`src/rtl/fetch_align_buffer_pkg.sv`:
```
// Shared types and constants for the fetch realignment buffer.
package fetch_align_buffer_pkg;

  localparam int unsigned MaxFetchWidth = 64;

  // Low opcode bits that mark a full-length (non-compressed) instruction.
  localparam logic [1:0] opcode_rvi = 2'b11;

  // One stored halfword with the error flag of the fetch word it came from.
  typedef struct packed {
    logic [15:0] hw;
    logic        err;
  } hword_t;

  typedef struct packed {
    logic                     flush;
    logic [31:0]              flush_addr;
    logic                     fetch_valid;
    logic [MaxFetchWidth-1:0] fetch_data;
    logic                     fetch_error;
    logic                     instr_ready;
  } fetchbuf_in_type;

  typedef struct packed {
    logic        fetch_ready;
    logic        instr_valid;
    logic [31:0] instr_data;
    logic [31:0] instr_addr;
    logic        instr_comp;
    logic        instr_error;
  } fetchbuf_out_type;

  function automatic logic is_rvi(input logic [1:0] low_bits);
    return low_bits == opcode_rvi;
  endfunction

endpackage

```
`src/rtl/fetch_hword_queue.sv`:
```
// Circular halfword queue: multi-lane write, two-entry read at the head.
module fetch_hword_queue
  import fetch_align_buffer_pkg::*;
#(
  parameter int unsigned DEPTH = 8,
  parameter int unsigned LANES = 2,
  localparam int unsigned PtrW = $clog2(DEPTH),
  localparam int unsigned CntW = $clog2(DEPTH + 1),
  localparam int unsigned LaneCntW = $clog2(LANES + 1)
) (
  input  logic                clk,
  input  logic                rst,
  input  logic                clr,
  input  logic                push,
  input  logic [LaneCntW-1:0] push_cnt,
  input  hword_t [LANES-1:0]  push_hw,
  input  logic                pop,
  input  logic                pop_two,
  output hword_t              head0,
  output hword_t              head1,
  output logic [CntW-1:0]     count
);

  hword_t          mem_q [DEPTH];
  logic [PtrW-1:0] rd_q, rd_d, wr_q, wr_d, rd_nxt;
  logic [CntW-1:0] count_q, count_d, push_len, pop_len;

  // Pointer and occupancy update; clear wins over push/pop.
  always_comb begin
    push_len = push ? CntW'(push_cnt) : '0;
    pop_len  = pop ? (pop_two ? CntW'(2) : CntW'(1)) : '0;
    rd_d     = rd_q + PtrW'(pop_len);
    wr_d     = wr_q + PtrW'(push_len);
    count_d  = count_q + push_len - pop_len;
    if (clr) begin
      rd_d    = '0;
      wr_d    = '0;
      count_d = '0;
    end
  end

  // Pointer and count state.
  always_ff @(posedge clk or negedge rst) begin
    if (!rst) begin
      rd_q    <= '0;
      wr_q    <= '0;
      count_q <= '0;
    end else begin
      rd_q    <= rd_d;
      wr_q    <= wr_d;
      count_q <= count_d;
    end
  end

  // Storage write: the first push_cnt lanes land at consecutive slots from wr.
  always_ff @(posedge clk) begin
    if (push && !clr) begin
      for (int i = 0; i < int'(LANES); i++) begin
        if (i < int'(push_cnt)) begin
          mem_q[PtrW'(wr_q + PtrW'(i))] <= push_hw[i];
        end
      end
    end
  end

  // Head and head+1 reads for instruction assembly.
  always_comb begin
    rd_nxt = rd_q + PtrW'(1);
    head0  = mem_q[rd_q];
    head1  = mem_q[rd_nxt];
  end

  assign count = count_q;

endmodule

```
`src/rtl/fetch_align_buffer.sv`:
```
// Fetch realignment buffer: turns fetch words into one 16/32-bit instruction per cycle.
module fetch_align_buffer
  import fetch_align_buffer_pkg::*;
#(
  parameter int unsigned FETCH_WIDTH = 32,
  parameter int unsigned DEPTH       = 8,
  parameter logic [31:0] RESET_ADDR  = 32'h0
) (
  input  logic                   rst,
  input  logic                   clk,
  input  logic                   flush,
  input  logic [31:0]            flush_addr,
  input  logic                   fetch_valid,
  output logic                   fetch_ready,
  input  logic [FETCH_WIDTH-1:0] fetch_data,
  input  logic                   fetch_error,
  output logic                   instr_valid,
  input  logic                   instr_ready,
  output logic [31:0]            instr_data,
  output logic [31:0]            instr_addr,
  output logic                   instr_comp,
  output logic                   instr_error
);

  localparam int unsigned Hw       = FETCH_WIDTH / 16;
  localparam int unsigned SkipW    = $clog2(Hw);
  localparam int unsigned CntW     = $clog2(DEPTH + 1);
  localparam int unsigned LaneCntW = $clog2(Hw + 1);

  hword_t              head0, head1;
  hword_t [Hw-1:0]     lane_hw;
  logic [CntW-1:0]     count;
  logic [LaneCntW-1:0] push_cnt;
  logic [SkipW-1:0]    skip_q;
  logic [31:0]         pc_q;
  logic                push, pop, head_len2;
  logic                valid_c, comp_c, err_c;
  logic [31:0]         data_c;
  logic [31:0]         hold_data_q;
  logic                hold_comp_q, hold_err_q;

  // Space check uses the registered count only, so a same-cycle pop never credits.
  assign fetch_ready = (DEPTH - 32'(count)) >= Hw;
  assign push        = fetch_valid & fetch_ready & ~flush;
  assign pop         = valid_c & instr_ready & ~flush;
  assign push_cnt    = LaneCntW'(Hw) - LaneCntW'(skip_q);

  // Shift the fetch word down so the halfword at index skip lands in lane 0.
  always_comb begin
    lane_hw = '0;
    for (int i = 0; i < int'(Hw); i++) begin
      if (i + int'(skip_q) < int'(Hw)) begin
        lane_hw[i].hw  = fetch_data[(i + int'(skip_q)) * 16 +: 16];
        lane_hw[i].err = fetch_error;
      end
    end
  end

  fetch_hword_queue #(
    .DEPTH (DEPTH),
    .LANES (Hw)
  ) u_queue (
    .clk      (clk),
    .rst      (rst),
    .clr      (flush),
    .push     (push),
    .push_cnt (push_cnt),
    .push_hw  (lane_hw),
    .pop      (pop),
    .pop_two  (head_len2),
    .head0    (head0),
    .head1    (head1),
    .count    (count)
  );

  // Head classification; an errored head goes out alone so it never stalls.
  always_comb begin
    head_len2 = is_rvi(head0.hw[1:0]) && !head0.err;
    comp_c    = !is_rvi(head0.hw[1:0]);
    if (head_len2) begin
      valid_c = count >= CntW'(2);
      data_c  = {head1.hw, head0.hw};
      err_c   = head1.err;
    end else begin
      valid_c = count != '0;
      data_c  = {16'h0, head0.hw};
      err_c   = head0.err;
    end
  end

  // PC and first-word skip tracking; flush overrides everything.
  always_ff @(posedge clk or negedge rst) begin
    if (!rst) begin
      pc_q   <= RESET_ADDR;
      skip_q <= RESET_ADDR[SkipW:1];
    end else if (flush) begin
      pc_q   <= flush_addr & ~32'h1;
      skip_q <= flush_addr[SkipW:1];
    end else begin
      if (push) skip_q <= '0;
      if (pop) pc_q <= pc_q + (head_len2 ? 32'd4 : 32'd2);
    end
  end

  // Keep the last presented instruction visible while nothing is valid.
  always_ff @(posedge clk or negedge rst) begin
    if (!rst) begin
      hold_data_q <= '0;
      hold_comp_q <= 1'b0;
      hold_err_q  <= 1'b0;
    end else if (valid_c) begin
      hold_data_q <= data_c;
      hold_comp_q <= comp_c;
      hold_err_q  <= err_c;
    end
  end

  assign instr_valid = valid_c;
  assign instr_addr  = pc_q;
  assign instr_data  = valid_c ? data_c : hold_data_q;
  assign instr_comp  = valid_c ? comp_c : hold_comp_q;
  assign instr_error = valid_c ? err_c : hold_err_q;

endmodule

```
`config.mk`:
```
export PLATFORM = sky130hd
export DESIGN_NAME = fetch_align_buffer
export DESIGN_NICKNAME = d
export VERILOG_FILES = /design/src/rtl/fetch_align_buffer_pkg.sv /design/src/rtl/fetch_hword_queue.sv /design/src/rtl/fetch_align_buffer.sv
export SDC_FILE = /design/constraint.sdc
export NUM_CORES = 1
export LEC_CHECK = 0
export ABC_AREA = 1
export BUFFER_PORTS_ARGS = -buffer_cell sky130_fd_sc_hd__buf_2
export CAP_MARGIN = 5
export CELL_PAD_IN_SITES_DETAIL_PLACEMENT = 1
export CELL_PAD_IN_SITES_GLOBAL_PLACEMENT = 1
export CORE_AREA = 3 3 201 223
export CTS_CLUSTER_SIZE = 12
export DETAILED_ROUTE_END_ITERATION = 10
export DIE_AREA = 0 0 204 226
export GPL_TIMING_DRIVEN = 1
export PLACE_DENSITY = 0.62
export SYNTH_ARGS = -nofsm -noshare
export SYNTH_HDL_FRONTEND = slang
export SYNTH_SLANG_ARGS = --single-unit
```
`constraint.sdc`:
```
create_clock -name clk -period 4.3 [get_ports clk]
set_input_delay 0.215 -clock clk [delete_from_list [all_inputs] [get_ports clk]]
set_output_delay 0.215 -clock clk [all_outputs]
set_load 0.01 [all_outputs]
```
### Word-level counts from Yosys, hierarchy flattened

Memory sizes are Yosys's and may differ from the RTL's.
Index checks and enable logic that the tools add are counted.

| operators by class | value |
|---|---|
| shift operators | 2 |
| add/subtract/negate cells | 10 |
| bitwise operators | 5 |
| muxes and demuxes | 25 |
| $lt $le $gt $ge | 6 |
| equality and inequality tests | 1 |
| reduce and logical (&&, ||, !) cells | 8 |

Operators by type and width:

| operator | number |
|---|---|
| 32-bit 2-to-1 mux | 4 |
| 17-bit 2-to-1 mux | 2 |
| 32-bit by 3-bit adder with 32-bit output | 1 |
| 32-bit by 2-bit >= comparator with 1-bit output (second input constant) | 1 |
| 32-bit by 3-bit < comparator with 1-bit output (second input constant) | 1 |
| 32-bit by 6-bit variable part select with 16-bit output | 1 |
| 32-bit by 7-bit variable part select with 16-bit output | 1 |
| 1-bit 2-to-1 mux | 12 |
| 3-bit 2-to-1 mux | 3 |
| 4-bit 2-to-1 mux | 2 |
| 3-bit by 1-bit adder with 3-bit output (second input constant) | 2 |
| 3-bit adder | 2 |
| 4-bit by 4-bit subtractor with 5-bit output (first input constant) | 1 |
| 4-bit adder | 1 |
| 1-bit bitwise AND | 4 |
| 4-bit by 2-bit >= comparator with 1-bit output (second input constant) | 1 |
| 1-bit by 2-bit < comparator with 1-bit output (first input constant) | 2 |
| 2-bit 2-to-1 mux | 2 |
| 2-bit nonzero test | 2 |
| 4-bit nonzero test | 1 |
| 4-bit subtractor | 1 |
| 1-bit zero test | 3 |
| 1-bit by 1-bit adder with 2-bit output (first input constant) | 1 |
| 2-bit equality test (second input constant) | 1 |
| 4 further kinds | 5 |

| storage, ports and cells | value |
|---|---|
| input bits | 70 |
| logic and storage cells | 66 |
| bits in writable memories | 136 |
| register bits | 77 |
| memories kept | 1 |
| output and inout port bits | 68 |

Memory list:

| name | words | width | read ports | clocked after Yosys merged registers in | write ports | RTL line | text |
|---|---|---|---|---|---|---|---|
| u_queue.mem_q | 8 | 17 | 2 | 0 | 2 | fetch_hword_queue.sv:24 | `hword_t mem_q [DEPTH];` |

### Logic depth before layout (Yosys ltp)

Gate-level depths: netlist of the first run.
An unclocked memory read counts as a cell.

| depth | value |
|---|---|
| depth in word-level cells | 9 |
| mapped depth | 22 |
| mapped depth without buffers | 20 |

### Cells and area by module

Synthesis of the first run repeated with hierarchy kept, for this count alone.

| second synthesis, totals | value |
|---|---|
| cell total of the unflattened synthesis | 2082 |
| area, all modules | 14420.1 um^2 |

Modules (own cells, without submodules):

| module | cells each | times used | seq. area each (um^2) | area an instance (um^2) |
|---|---|---|---|---|
| fetch_hword_queue | 1493 | 1 | 4334.2 | 10233.6 |
| fetch_align_buffer | 589 | 1 | 1651.6 | 4186.5 |

### Worst setup path before layout of the first run

No wires, ideal clock.

| timing | value |
|---|---|
| kind | register to register |
| from | register u_queue.rd_q[0] |
| to | register u_queue.count_q[3] (netlist: u_queue.count[3]) |
| cell stages (with the launch flop) | 20 |
| setup time | 0.078 ns |
| data arrival time | 3.035 ns |
| setup slack | 1.187 ns |
| required time | 4.222 ns |
| buffers on the path | 3 |
| period minus slack after synthesis | 3.113 ns |
| cells stage by stage | dfrtp_1 buf_4 inv_2 buf_6 nand2_1 nand3_1 nand3_1 nand2_2 nand3_4 nand2_2 nand3_2 buf_2 nor3_1 fa_1 inv_1 ha_1 a21o_1 a21oi_1 o21ai_0 a21oi_1 |

| between the ends | value |
|---|---|
| cells in the longest elaborated chain, start to end | 9 |
| elaborated cells between the ends (all ways) | 11 |
| those cells by class | 1 x add/sub; 1 x eq/ne; 4 x mux; 2 x bitwise; 2 x reduce/logical; 1 x memory |

RTL lines:

| element | RTL line | text |
|---|---|---|
| from (decl) | fetch_hword_queue.sv:25 | `logic [PtrW-1:0] rd_q, rd_d, wr_q, wr_d, rd_nxt;` |
| from (signal assigned) | fetch_hword_queue.sv:49 | `rd_q <= rd_d;` |
| memory read 8 x 17 bit (*) | n/a |  |
| 2-bit equality test or 1-bit zero test (tied branches) | fetch_align_buffer_pkg.sv:34, fetch_align_buffer.sv:78 |  |
| 1-bit logical AND (*) | fetch_align_buffer.sv:78 | `head_len2 = is_rvi(head0.hw[1:0]) && !head0.err;` |
| 1-bit 2-to-1 mux | fetch_align_buffer.sv:80 | `if (head_len2) begin` |
| 1-bit bitwise AND (2 in series) | fetch_align_buffer.sv:45 | `assign pop = valid_c & instr_ready & ~flush;` |
| 4-bit 2-to-1 mux (*) | fetch_hword_queue.sv:31 | `pop_len = pop ? (pop_two ? CntW'(2) : CntW'(1)) : '0;` |
| 4-bit subtractor (*) | fetch_hword_queue.sv:34 | `count_d = count_q + push_len - pop_len;` |
| 4-bit 2-to-1 mux (*) | fetch_hword_queue.sv:35 | `if (clr) begin` |
| via u_queue.count_d[3] | fetch_hword_queue.sv:26 | `logic [CntW-1:0] count_q, count_d, push_len, pop_len;` |
| to (signal assigned) | fetch_hword_queue.sv:51 | `count_q <= count_d;` |
| to (decl) | fetch_hword_queue.sv:26 |  |

Mark *: on every way through the listed nets, which the timed path passes. The rest lies on a longest branch.
A chain may end at the register's enable or synchronous reset.

### Worst setup path in the final report of the first run

| timing | value |
|---|---|
| from | register u_queue.rd_q[1] |
| to | output port instr_data[21] |

| between the ends | value |
|---|---|
| cells in the longest elaborated chain, start to end | 5 |
| elaborated cells between the ends (all ways) | 8 |
| those cells by class | 1 x add/sub; 1 x eq/ne; 3 x mux; 2 x reduce/logical; 1 x memory |

RTL lines:

| element | RTL line | text |
|---|---|---|
| memory read 8 x 17 bit (*) | n/a |  |
| 2-bit equality test or 1-bit zero test (tied branches) | fetch_align_buffer_pkg.sv:34, fetch_align_buffer.sv:78 |  |
| 1-bit logical AND | fetch_align_buffer.sv:78 |  |
| 32-bit 2-to-1 mux or 1-bit 2-to-1 mux (tied branches) | fetch_align_buffer.sv:80 |  |
| 32-bit 2-to-1 mux (*) | n/a |  |
| to (decl) | fetch_align_buffer.sv:19 | `output logic [31:0] instr_data,` |

Mark *: on every way between the ends. The rest lies on a longest branch, timed or not.

==> reports/metrics.cfg, run 1 <==
[worst_hold_path]
hold_path.class = in -> reg
hold_depth = 3
hold_start = fetch_data[21]

[drt]
dr.pass1.iters = 5
wl_per_cell_um = 19.94
drc_errors = 0
vias_per_cell = 5.004
drtIter0Drc = 805
vias = 12039
detail-route-antenna-nets = 0
postRouteWirelength_um = 47980

[worst_setup_path]
cp_cell_sequence = buf_4 -> ha_1 -> xnor2_2 -> inv_2 -> a221oi_1 -> o21ai_0 -> o21ai_1 -> buf_2
crit_path_end = instr_data[21]
worst-path-buf-inv = 3
r2r-end = u_queue.count[3]
critPathLaunchType = register
r2r-start = u_queue.rd_q[0]
critPathRequiredTime_ns = 4.09
worstPathArrival_ns = 3.72
rrSetupSlack_ns = 0.67
max_stage_delay_ns = 0.60
critPathMaxFanout = 29
critPathLaunch = u_queue.rd_q[1]
crit_family = buffers and inverters
timing.critical_path.slowest_stage_cell = xnor2_2
r2r_cells = 17
crit_path_end_kind = output pin
crit_type = reg -> out
cp.depth = 8

[cts]
cts_tree = built
cts.sinks = 212
cts_root_buffer = clkbuf_16
cts_buffers = 28
cts_max_level = 1
clk_pin_slew_ns = 0.06
worst_skew_pair.late_latency_ns = 0.56
clock_path_buffers = 3
hold_buffers = 34
cts_repair_resize_count = 0
post-cts-setup-buffers = 0

[power]
vdd_drop_max_v = 0.0002938
leakagePower_nw = 6.745
power_mw = 9.190
p_per_area_nw_per_um2 = 603.2

[global_routing]
antenna_found_initial = 27
grt_max_degree = 65
grt_util_all_layers = 0.2072
grt_pass1_vias = 12353
grt_pass1_wl_um = 73310
grt_overflow = 0

[timing]
finalSetupTns_ns = 0
relSlewSlack = 0.3858
tightest_slew_ns = 0.9187
max_freq_ghz = 0.2539
slew_viol_final = 0
setup_viol = 0
hold_viol = 0
grt_setup_unrepaired = false
layout_min_cycle_time_ns = 3.939
final.setup_skew_ns = 0.01353
finalCritPeriodShare = 0.9160

[die]
ios = 138
fp.dieH_um = 226
coreArea_um2 = 42400
die_x_um = 204
die-area_um2 = 46100
rows = 79
start_util = 0.3010

[logic_synthesis]
ys_seq_elements = 212
syn_inst = 1685
synth-edff-count = 136
synth_most_common_cell = nand2_1
ys_seq_area_frac = 0.4690
syn_avg_cell_area_um2 = 7.574
synth_nets = 1775
synth.area.top_cells = edfxtp_1 32%, nand2_1 16%, dfrtp_1 15%, o21ai_0 10%, nor2_1 3.6%
synth_area_um2 = 12760
synth_commonest_cells = 550 x nand2_1, 263 x o21ai_0, 136 x edfxtp_1
yosys_warnings = 0
synth_top_area_share = 0.3200
ys_async_sr_fraction = 0.3585
ys_types = 37
synth_top_area_cell = edfxtp_1
ys.flop_type = edfxtp_1

[run_status]
status = completed

[place]
gp_congestion = 0.8446
hpwl_um = 32850
dp.cells = 2308
numPortBuffers = 135

[run]
cap_violations = 0

[cells_and_area]
fin_util = 0.3593
num-fill-cells = 5183
fin_nets = 1895
syn2layout_area_growth_pct = 19.38
seq_area_um2 = 5989
final_layout_size_suffix_gt1_frac = 0.1281
final-instance-count-excl-fill = 2406
multi_input_area_um2 = 5793

[metrics by stage]
step | hold WS (ns) | instance area (um^2) | worst slack [ns]
2_1_floorplan | -0.08059 | 12760 | 1.187
3_3_place_gp | 0.2568 | 13930 | 0.6985
5_1_grt | 0.2118 | 15220 | 0.08687
4_1_cts | 0.1555 | 15210 | 0.2944
3_5_place_dp | 0.2607 | 13930 | 0.6434
6_report | 0.1928 | 15240 | 0.3612
[worst reg2reg max path: stages (launching register included)]
cell	delay [ns]
dfrtp_4	0.64
clkinv_2	0.27
nand2_1	0.12
nand3_1	0.06
nand2_1	0.08
nand2_1	0.06
nand2_2	0.15
nand3_4	0.19
nand2_2	0.12
nand3_2	0.07
nor3_1	0.39
fa_1	0.49
inv_1	0.11
ha_1	0.24
a21o_1	0.16
a21oi_1	0.16
o21ai_0	0.09
a21oi_1	0.16
[how the worst min path moves through the flow]
stage,endpoint,slack (ns)
after global routing,u_queue.mem_q[0][6],0.21
after global placement,instr_addr[19],0.26
after CTS,u_queue.mem_q[1][6],0.16
after floorplan,hold_comp_q,-0.08
after detailed placement,instr_addr[23],0.26
final,u_queue.mem_q[7][6],0.19
[cell usage in the layout, fill, tap and decap left out, types with 2 or more instances in the layout]
master         synthesis  layout
nor2_1               121     121
o22ai_1               15      15
buf_4                  7      33
nand3_2                3       3
o211ai_1               4       4
ha_1                  15      15
edfxtp_1             136     136
clkinv_2               0       7
nand3b_1               2       2
clkinv_1               0       4
dlygate4sd3_1          0      34
bufinv_16              0       3
a221oi_1              13      13
nand3_1               84      84
nand2_2                4       4
inv_2                  3       2
clkbuf_1              76       2
clkbuf_16              0      29
inv_1                119     119
a21oi_1               62      62
dfrtp_1               76      75
diode_2                0      12
nor3_1                14      14
o21ai_1               40      48
clkinvlp_4             0       2
buf_12                 0       3
clkinv_4               0       5
xnor2_1               13      13
fa_1                   5       5
buf_2                 16     134
nand2_1              550     550
xor2_1                13      13
o21ai_0              263     255
nand4_1                5       5
[area by class of cell]
type	count	share of cell area
well taps	567	0.04656
multi-input cells	1237	0.3802
diodes	12	0.001971
clock buffers	31	0.04812
clock inverters	21	0.01330
flip-flops and latches	212	0.3931
repair buffers	204	0.08656
inverters	122	0.03014
[state kept, by name, indices dropped and copies added, names as in the netlist]
name           cells
hold_comp_q        1
u_queue.wr_q       3
hold_data_q       32
u_queue.count      4
hold_err_q         1
skip_q             1
u_queue.rd_q       3
u_queue.mem_q    136
instr_addr        31
[logic make-up after synthesis]
| kind of cell | synth area share |
|---|---|
| compound gates | 0.1629 |
| xor+xnor | 0.01912 |
| fa+ha+maj | 0.02255 |
| buf+inv | 0.07716 |
| flops | 0.4690 |
| other cells | 0.0002938 |
| simple gates | 0.2489 |
[per-layer routing]
metal	up-vias	routed length, um	part of all wire	track usage
li1	5846	-	-	-
met1	5783	20770	0.43	0.2602
met2	278	22620	0.47	0.3513
met3	102	3139	0.065	0.05579
met4	30	1281	0.027	0.05995
met5	-	171	0.0036	0
[power by group]
group / switching, mW / internal (mW) / total [mW]
logic: 2.55 / 1.26 / 3.81
registers: 0.348 / 2.65 / 2.99
clock network: 0.978 / 1.41 / 2.39
total: 3.87 / 5.32 / 9.19
Power figures use the tool's default switching activity.
==> run 2, diff against run 1 <==
--- a/config.mk
+++ b/config.mk
@@ -10,10 +10,10 @@
 export CAP_MARGIN = 5
 export CELL_PAD_IN_SITES_DETAIL_PLACEMENT = 1
 export CELL_PAD_IN_SITES_GLOBAL_PLACEMENT = 1
-export CORE_AREA = 3 3 201 223
+export CORE_AREA = 3 3 150 298
 export CTS_CLUSTER_SIZE = 12
 export DETAILED_ROUTE_END_ITERATION = 10
-export DIE_AREA = 0 0 204 226
+export DIE_AREA = 0 0 153 301
 export GPL_TIMING_DRIVEN = 1
 export PLACE_DENSITY = 0.62
 export SYNTH_ARGS = -nofsm -noshare
==> constraint.sdc (replaced) <==
create_clock -name clk -period 4.3 [get_ports clk]
set_input_delay 0.215 -clock clk [delete_from_list [all_inputs] [get_ports clk]]
set_output_delay 0.215 -clock clk [all_outputs]
set_load 0.1 [all_outputs]
==> reports/metrics.cfg, run 2 (synthesis gave the netlist of run 1 again) <==
[cts]
cts_repair_resize_count = 0  ; unchanged
cts_buffers = 24  ; -14%
clk_pin_slew_ns = 0.06  ; about the same
cts_tree = built
clock_path_buffers = 3  ; unchanged
cts_root_buffer = clkbuf_16
post-cts-setup-buffers = 0  ; unchanged
cts.sinks = 212  ; unchanged
worst_skew_pair.late_latency_ns = 0.54  ; -0.02 ns
cts_max_level = 1  ; unchanged

[worst_setup_path]
worst-path-buf-inv = 3  ; unchanged
crit_type = reg -> out
cp_cell_sequence = ha_1 -> inv_1 -> buf_4 -> a21oi_1 -> a221oi_1 -> o21ai_0 -> o21ai_1 -> buf_12
critPathLaunchType = register
critPathMaxFanout = 17  ; -41%
crit_family = compound AO/OA/AOI/OAI gates
worstPathArrival_ns = 3.60  ; -0.12 ns
timing.critical_path.slowest_stage_cell = ha_1
critPathRequiredTime_ns = 4.09  ; about the same
crit_path_end_kind = output pin
max_stage_delay_ns = 0.72  ; +0.12 ns
rrSetupSlack_ns = 0.67  ; about the same

[drt]
drtIter0Drc = 369  ; -54%
drc_errors = 0  ; unchanged
vias = 12274  ; +2.0%
wl_per_cell_um = 20.66  ; +3.6%
detail-route-antenna-nets = 0  ; unchanged
postRouteWirelength_um = 49090  ; +2.3%
vias_per_cell = 5.166  ; +3.2%
dr.pass1.iters = 4  ; -1

[die]
ios = 138  ; unchanged
die-area_um2 = 46050  ; -0.11%
fp.dieH_um = 301  ; +33%
coreArea_um2 = 42710  ; +0.71%
die_x_um = 153  ; -25%
rows = 107  ; +35%
start_util = 0.2988  ; -0.002134

[power]
p_sw_frac = 0.5304  ; +0.1092
share_comb_of_total_power = 0.596  ; +0.182
clockPowerShare = 0.167  ; -0.093
switching_power_mw = 6.642  ; +72%
leakagePower_nw = 6.841  ; +1.4%
p_int_mw = 5.880  ; +11%
seqPwrFrac = 0.237  ; -0.089
p_per_area_nw_per_um2 = 804.0  ; +33%
vdd_drop_max_v = 0.0005259  ; +79%

[worst_hold_path]
hold_path.class = in -> reg

[timing]
grt_setup_unrepaired = false
finalSetupTns_ns = 0  ; unchanged
hold_slack_ns = 0.02620  ; -0.1666 ns
max_freq_ghz = 0.2622  ; +3.3%
layout_min_cycle_time_ns = 3.813  ; -0.1254 ns
finalCritPeriodShare = 0.8868  ; -0.02916
slew_viol_final = 0  ; unchanged
setup_viol = 0  ; unchanged
final.setup_skew_ns = 0.02289  ; +0.009361 ns
tightest_slew_ns = 1.008  ; +0.08890 ns
relSlewSlack = 0.3283  ; -0.05755
hold_viol = 0  ; unchanged

[cells_and_area]
final-instance-count-excl-fill = 2376  ; -1.2%
num-fill-cells = 5184  ; +0.019%
fin_nets = 1897  ; +0.11%
largest_reg_flops = 136  ; unchanged
syn2layout_area_growth_pct = 22.03
regMostFlops = u_queue.mem_q
final_common_cell = nand2_1
final_layout_size_suffix_gt1_frac = 0.1310  ; +0.002880
most-common-layout-cells = 550 x nand2_1, 255 x o21ai_0, 136 x edfxtp_1, 121 x nor2_1, 118 x inv_1

[global_routing]
grt_overflow = 0  ; unchanged
grt_pass1_wl_um = 74930  ; +2.2%
grt_util_all_layers = 0.2096  ; +0.002427
antenna_found_initial = 13  ; -52%
grt_max_degree = 107  ; +65%
grt_pass1_vias = 13107  ; +6.1%

[place]
gp_congestion = 0.9764  ; +16%
hpwl_um = 34130  ; +3.9%
dp.cells = 2297  ; -0.48%
numPortBuffers = 135  ; unchanged

[run]
cap_violations = 0  ; unchanged

[run_status]
status = completed

run 2: cell type report:
class / count / area, um^2 / share of cell area
antenna: 6 / 15.01 / 0.0009641
inverter: 122 / 459.2 / 0.02948
clock buffer: 35 / 673.1 / 0.04322
timing repair buffer: 210 / 1834 / 0.1178
sequential: 212 / 5989 / 0.3846
multi-input combinational: 1237 / 5823 / 0.3739
clock inverter: 9 / 97.59 / 0.006267
tap: 545 / 681.9 / 0.04379
run 2: path summary, 6_finish.rpt:
kind	startpoint	endpoint	cells past startpoint
setup / recovery	u_queue.rd_q[0]	instr_data[19]	8
hold / removal	flush_addr[6]	instr_addr[6]	5
setup reg to reg	u_queue.rd_q[0]	u_queue.count[3]	17
hold reg to reg	hold_data_q[11]	hold_data_q[11]	2
max in group asynchronous	rst	u_queue.rd_q[0]	3
min in group asynchronous	rst	instr_addr[2]	2
run 2: metrics by stage:
step	setup slack (ns)	power [mW]	cell area, um^2	util
2_1_floorplan	0.9721	8.164	12760	-
3_3_place_gp	0.7633	10.41	14500	0.3395
3_5_place_dp	0.6191	10.52	14500	0.3395
4_1_cts	0.3714	12.67	15560	0.3643
5_1_grt	0.2571	13.22	15570	0.3646
6_report	0.4866	12.52	15570	0.3647
run 2: per-layer routing:
| layer | vias to the layer above | track usage | part of all wire |
|---|---|---|---|
| li1 | 5827 | - | - |
| met1 | 5996 | 0.2164 | 0.37 |
| met2 | 321 | 0.4082 | 0.54 |
| met3 | 120 | 0.03667 | 0.047 |
| met4 | 10 | 0.09089 | 0.045 |
| met5 | - | 0 | 0.0012 |
run 2: worst reg2reg max path: cells and delay by family (launching register included):
kind,cells,cell delay [ns]
and+or+nand+nor,9,1.25
buffers and inverters,2,0.46
adders and majority gates,2,0.74
AOI/OAI and AO/OA,4,0.56
DFF,1,0.54
run 2: power by group through the flow:
stage               Combinational (mW)  Clock, mW  Sequential, mW
finish                            7.46       2.09            2.97
global placement                  7.42          0            2.99
global route                      7.98       2.22            3.02
floorplan                         4.40          0            3.76
CTS                               7.55       2.15            2.97
detailed placement                7.51          0            3.01
run 2: timing repair:
| item | 4_1_cts | 5_1_grt |
|---|---|---|
| endpoints found under the hold margin | 61 | 0 |
| setup endpoints to repair | 0 | 0 |
| hold buffers | 29 | 0 |
==> run 3, diff against run 2 <==
--- a/config.mk
+++ b/config.mk
@@ -10,12 +10,13 @@
 export CAP_MARGIN = 5
 export CELL_PAD_IN_SITES_DETAIL_PLACEMENT = 1
 export CELL_PAD_IN_SITES_GLOBAL_PLACEMENT = 1
-export CORE_AREA = 3 3 150 298
+export CORE_AREA = 4 4 161 318
 export CTS_CLUSTER_SIZE = 12
 export DETAILED_ROUTE_END_ITERATION = 10
-export DIE_AREA = 0 0 153 301
+export DIE_AREA = 0 0 165 322
 export GPL_TIMING_DRIVEN = 1
-export PLACE_DENSITY = 0.62
+export PLACE_DENSITY = 0.63
 export SYNTH_ARGS = -nofsm -noshare
 export SYNTH_HDL_FRONTEND = slang
+export SYNTH_HIERARCHICAL = 1
 export SYNTH_SLANG_ARGS = --single-unit
==> constraint.sdc (replaced) <==
create_clock -name clk -period 4.3 [get_ports clk]
set_input_delay 0.215 -clock clk [delete_from_list [all_inputs] [get_ports clk]]
set_output_delay 0.215 -clock clk [all_outputs]
set_load 0.02 [all_outputs]
==> reports/metrics.cfg, run 3 <==
[drt]
vias_per_cell = 4.790  ; -7.3%
postRouteWirelength_um = 53480  ; +8.9%
drc_errors = 0  ; unchanged
drtIter0Drc = 801  ; +120%
detail-route-antenna-nets = 0  ; unchanged
dr.pass1.iters = 5  ; +1
wl_per_cell_um = 18.93  ; -8.4%
vias = 13531  ; +10%

[global_routing]
grt_pass1_wl_um = 83330  ; +11%
antenna_found_initial = 0  ; -13
grt_overflow = 0  ; unchanged
grt_util_all_layers = 0.1993  ; -0.01034
grt_pass1_vias = 14503  ; +11%
grt_max_degree = 99  ; -7.5%

[place]
hpwl_um = 40820  ; +20%
dp.cells = 2759  ; +20%
numPortBuffers = 135  ; unchanged
dpl-instance-area_um2 = 15450  ; +6.5%
gp_congestion = 0.9214  ; -5.6%

[power]
power_mw = 8.803  ; -30%
leakagePower_nw = 8.280  ; +21%
switching_power_mw = 3.920  ; -41%
vdd_drop_max_v = 0.0003688  ; -30%
share_comb_of_total_power = 0.464  ; -0.132
seqPwrFrac = 0.318  ; +0.081
p_int_mw = 4.882  ; -17%
clockPowerShare = 0.218  ; +0.051
p_sw_frac = 0.4454  ; -0.08506
p_per_area_nw_per_um2 = 535.8  ; -33%

[cts]
worst_skew_pair.late_latency_ns = 0.53  ; about the same
cts_tree = built
cts_max_level = 1  ; unchanged
clock_path_buffers = 3  ; unchanged
cts.sinks = 212  ; unchanged
cts_buffers = 22  ; -8.3%
clk_pin_slew_ns = 0.07  ; about the same
cts_root_buffer = clkbuf_16
post-cts-setup-buffers = 0  ; unchanged

[timing]
final.setup_skew_ns = 0.01357  ; -0.009325 ns
hold_slack_ns = 0.03705  ; +0.01085 ns
tightest_slew_ns = 1.137  ; +0.1292 ns
slew_viol_final = 0  ; unchanged
relSlewSlack = 0.2341  ; -0.09414
finalCritPeriodShare = 0.8928  ; +0.005953
finalSetupTns_ns = 0  ; unchanged
grt_setup_unrepaired = false
hold_viol = 0  ; unchanged
max_freq_ghz = 0.2605  ; -0.67%
layout_min_cycle_time_ns = 3.839  ; +0.02560 ns
setup_viol = 0  ; unchanged

[worst_setup_path]
crit_type = reg -> out
worstPathArrival_ns = 3.62  ; +0.02 ns
crit_path_end_kind = output pin
critPathMaxFanout = 90  ; +73
critPathRequiredTime_ns = 4.09  ; about the same
critPathLaunchType = register

[worst_hold_path]
hold_path.class = in -> reg

[logic_synthesis]
ys_async_sr_fraction = 0.3585  ; unchanged
synth-edff-count = 136  ; unchanged
ys_types = 45  ; +22%
yosys_warnings = 6  ; +6
syn_avg_cell_area_um2 = 6.926  ; -8.6%
syn_inst = 2082  ; +24%
synth_nets = 2169  ; +22%
ys_seq_elements = 212  ; unchanged
synth_top_area_share = 0.2832  ; -0.03679
synth_area_um2 = 14420  ; +13%
ys_seq_area_frac = 0.4151  ; -0.05392
synth_top_area_cell = edfxtp_1
synth_commonest_cells = 966 x nand2_1, 263 x nand3_1, 241 x inv_1
ys.flop_type = edfxtp_1
synth_most_common_cell = nand2_1
synth.area.top_cells = edfxtp_1 28%, nand2_1 25%, dfrtp_1 13%, nand3_1 9.1%, inv_1 6.3%

[cells_and_area]
final-instance-count-excl-fill = 2825  ; +19%
final_common_cell = nand2_1
final_layout_size_suffix_gt1_frac = 0.1185  ; -0.01248
regMostFlops = u_queue/mem_q
fin_nets = 2262  ; +19%
num-fill-cells = 6111  ; +18%
final_area_um2 = 16430  ; +5.5%
largest_reg_flops = 136  ; unchanged
syn2layout_area_growth_pct = 13.93
most-common-layout-cells = 966 x nand2_1, 263 x nand3_1, 241 x inv_1, 136 x edfxtp_1, 134 x buf_2

[die]
coreArea_um2 = 48640  ; +14%
start_util = 0.2965  ; -0.002360
fp.dieH_um = 322  ; +7.0%
ios = 138  ; unchanged
die_x_um = 165  ; +7.8%
die-area_um2 = 53130  ; +15%
rows = 114  ; +6.5%

[run_status]
status = completed

[run]
cap_violations = 0  ; unchanged

==> run 3: changes by cell type after synthesis, moves of 14 or more <==
cell,previous run,this run
nand2_1,550,966
o21ai_0,263,38
nand3_1,84,263
inv_1,119,241
a21oi_1,62,6
nor2_1,121,75
buf_2,16,47
clkbuf_1,76,45
o21ai_1,40,13
mux2_2,0,17
o22ai_1,15,1
==> run 3: critical path: stages, from the launching register on <==
cell     delay, ns
dfrtp_4       0.41
buf_4         0.42
buf_6         0.56
ha_1          0.28
buf_4         0.43
nand3_1       0.14
nand2_1       0.09
nand2_1       0.06
nand2_1       0.08
nand2_1       0.08
a31oi_1       0.25
buf_2         0.23
==> run 3: final timing paths <==
kind / start / endpoint / slack, ns / cells after the start
min: fetch_valid / skip_q / 0.04 / 4
max in group asynchronous: rst / hold_data_q[18] / 3.08 / 3
max reg2reg: u_queue/rd_q[0] / u_queue/count[3] / 0.47 / 21
min in group asynchronous: rst / hold_data_q[9] / 0.25 / 2
min reg2reg: hold_data_q[8] / hold_data_q[8] / 0.49 / 1
max: u_queue/rd_q[0] / instr_error / 0.46 / 11
==> run 3: cells by family (layout without fill, tap and decap cells) <==
family / after synthesis / in the layout / share of synthesized area
other: 1 / 2 / 0.0002601
and+or+nand+nor: 1364 / 1364 / 0.4002
muxes: 17 / 17 / 0.01328
adders and majority gates: 17 / 17 / 0.01683
buffers and inverters: 382 / 486 / 0.1155
AOI/OAI and AO/OA: 74 / 74 / 0.02846
DFF: 212 / 212 / 0.4151
xor gates and xnor gates: 15 / 15 / 0.01041
==> run 3: layout make-up <==
cell class | count | area (um^2) | share of cell area
Antenna cell | 1 | 2.502 | 0.0001523
Clock buffer | 33 | 643.1 | 0.03915
Tap cell | 638 | 798.3 | 0.04859
Inverter | 254 | 958.4 | 0.05834
Clock inverter | 2 | 35.03 | 0.002133
Timing Repair Buffer | 197 | 1232 | 0.07502
Multi-Input combinational cell | 1488 | 6769 | 0.4120
Sequential cell | 212 | 5989 | 0.3646
==> run 3: timing repair <==
action	CTS	global route
hold buffers	29	0
gates resized for setup	0	1
hold endpoints to repair	73	0
setup endpoints to repair	0	5
==> run 3: power groups by stage <==
| stage | Sequential, mW | Combinational [mW] | Clock [mW] |
|---|---|---|---|
| after floorplan | 2.85 | 2.77 | 0 |
| after detailed placement | 2.84 | 4.10 | 0 |
| after CTS | 2.80 | 4.15 | 1.98 |
| after global placement | 2.83 | 4.00 | 0 |
| final | 2.80 | 4.09 | 1.92 |
| after global routing | 2.83 | 4.58 | 2.05 |
==> run 3: stage by stage <==
step	utilization	setup slack, ns
detailed placement	0.3176	0.4455
finish	0.3378	0.4610
global placement	0.3176	0.5279
floorplan	-	0.9002
CTS	0.3375	0.1612
global route	0.3377	0.1486
==> run 3: per-layer routing <==
layer	GRT usage	wire, um	vias up
met3	0.02164	2128	98
met5	0	0	-
met2	0.3729	27990	315
met1	0.2282	21300	6489
met4	0.07512	2059	0
li1	-	-	6629
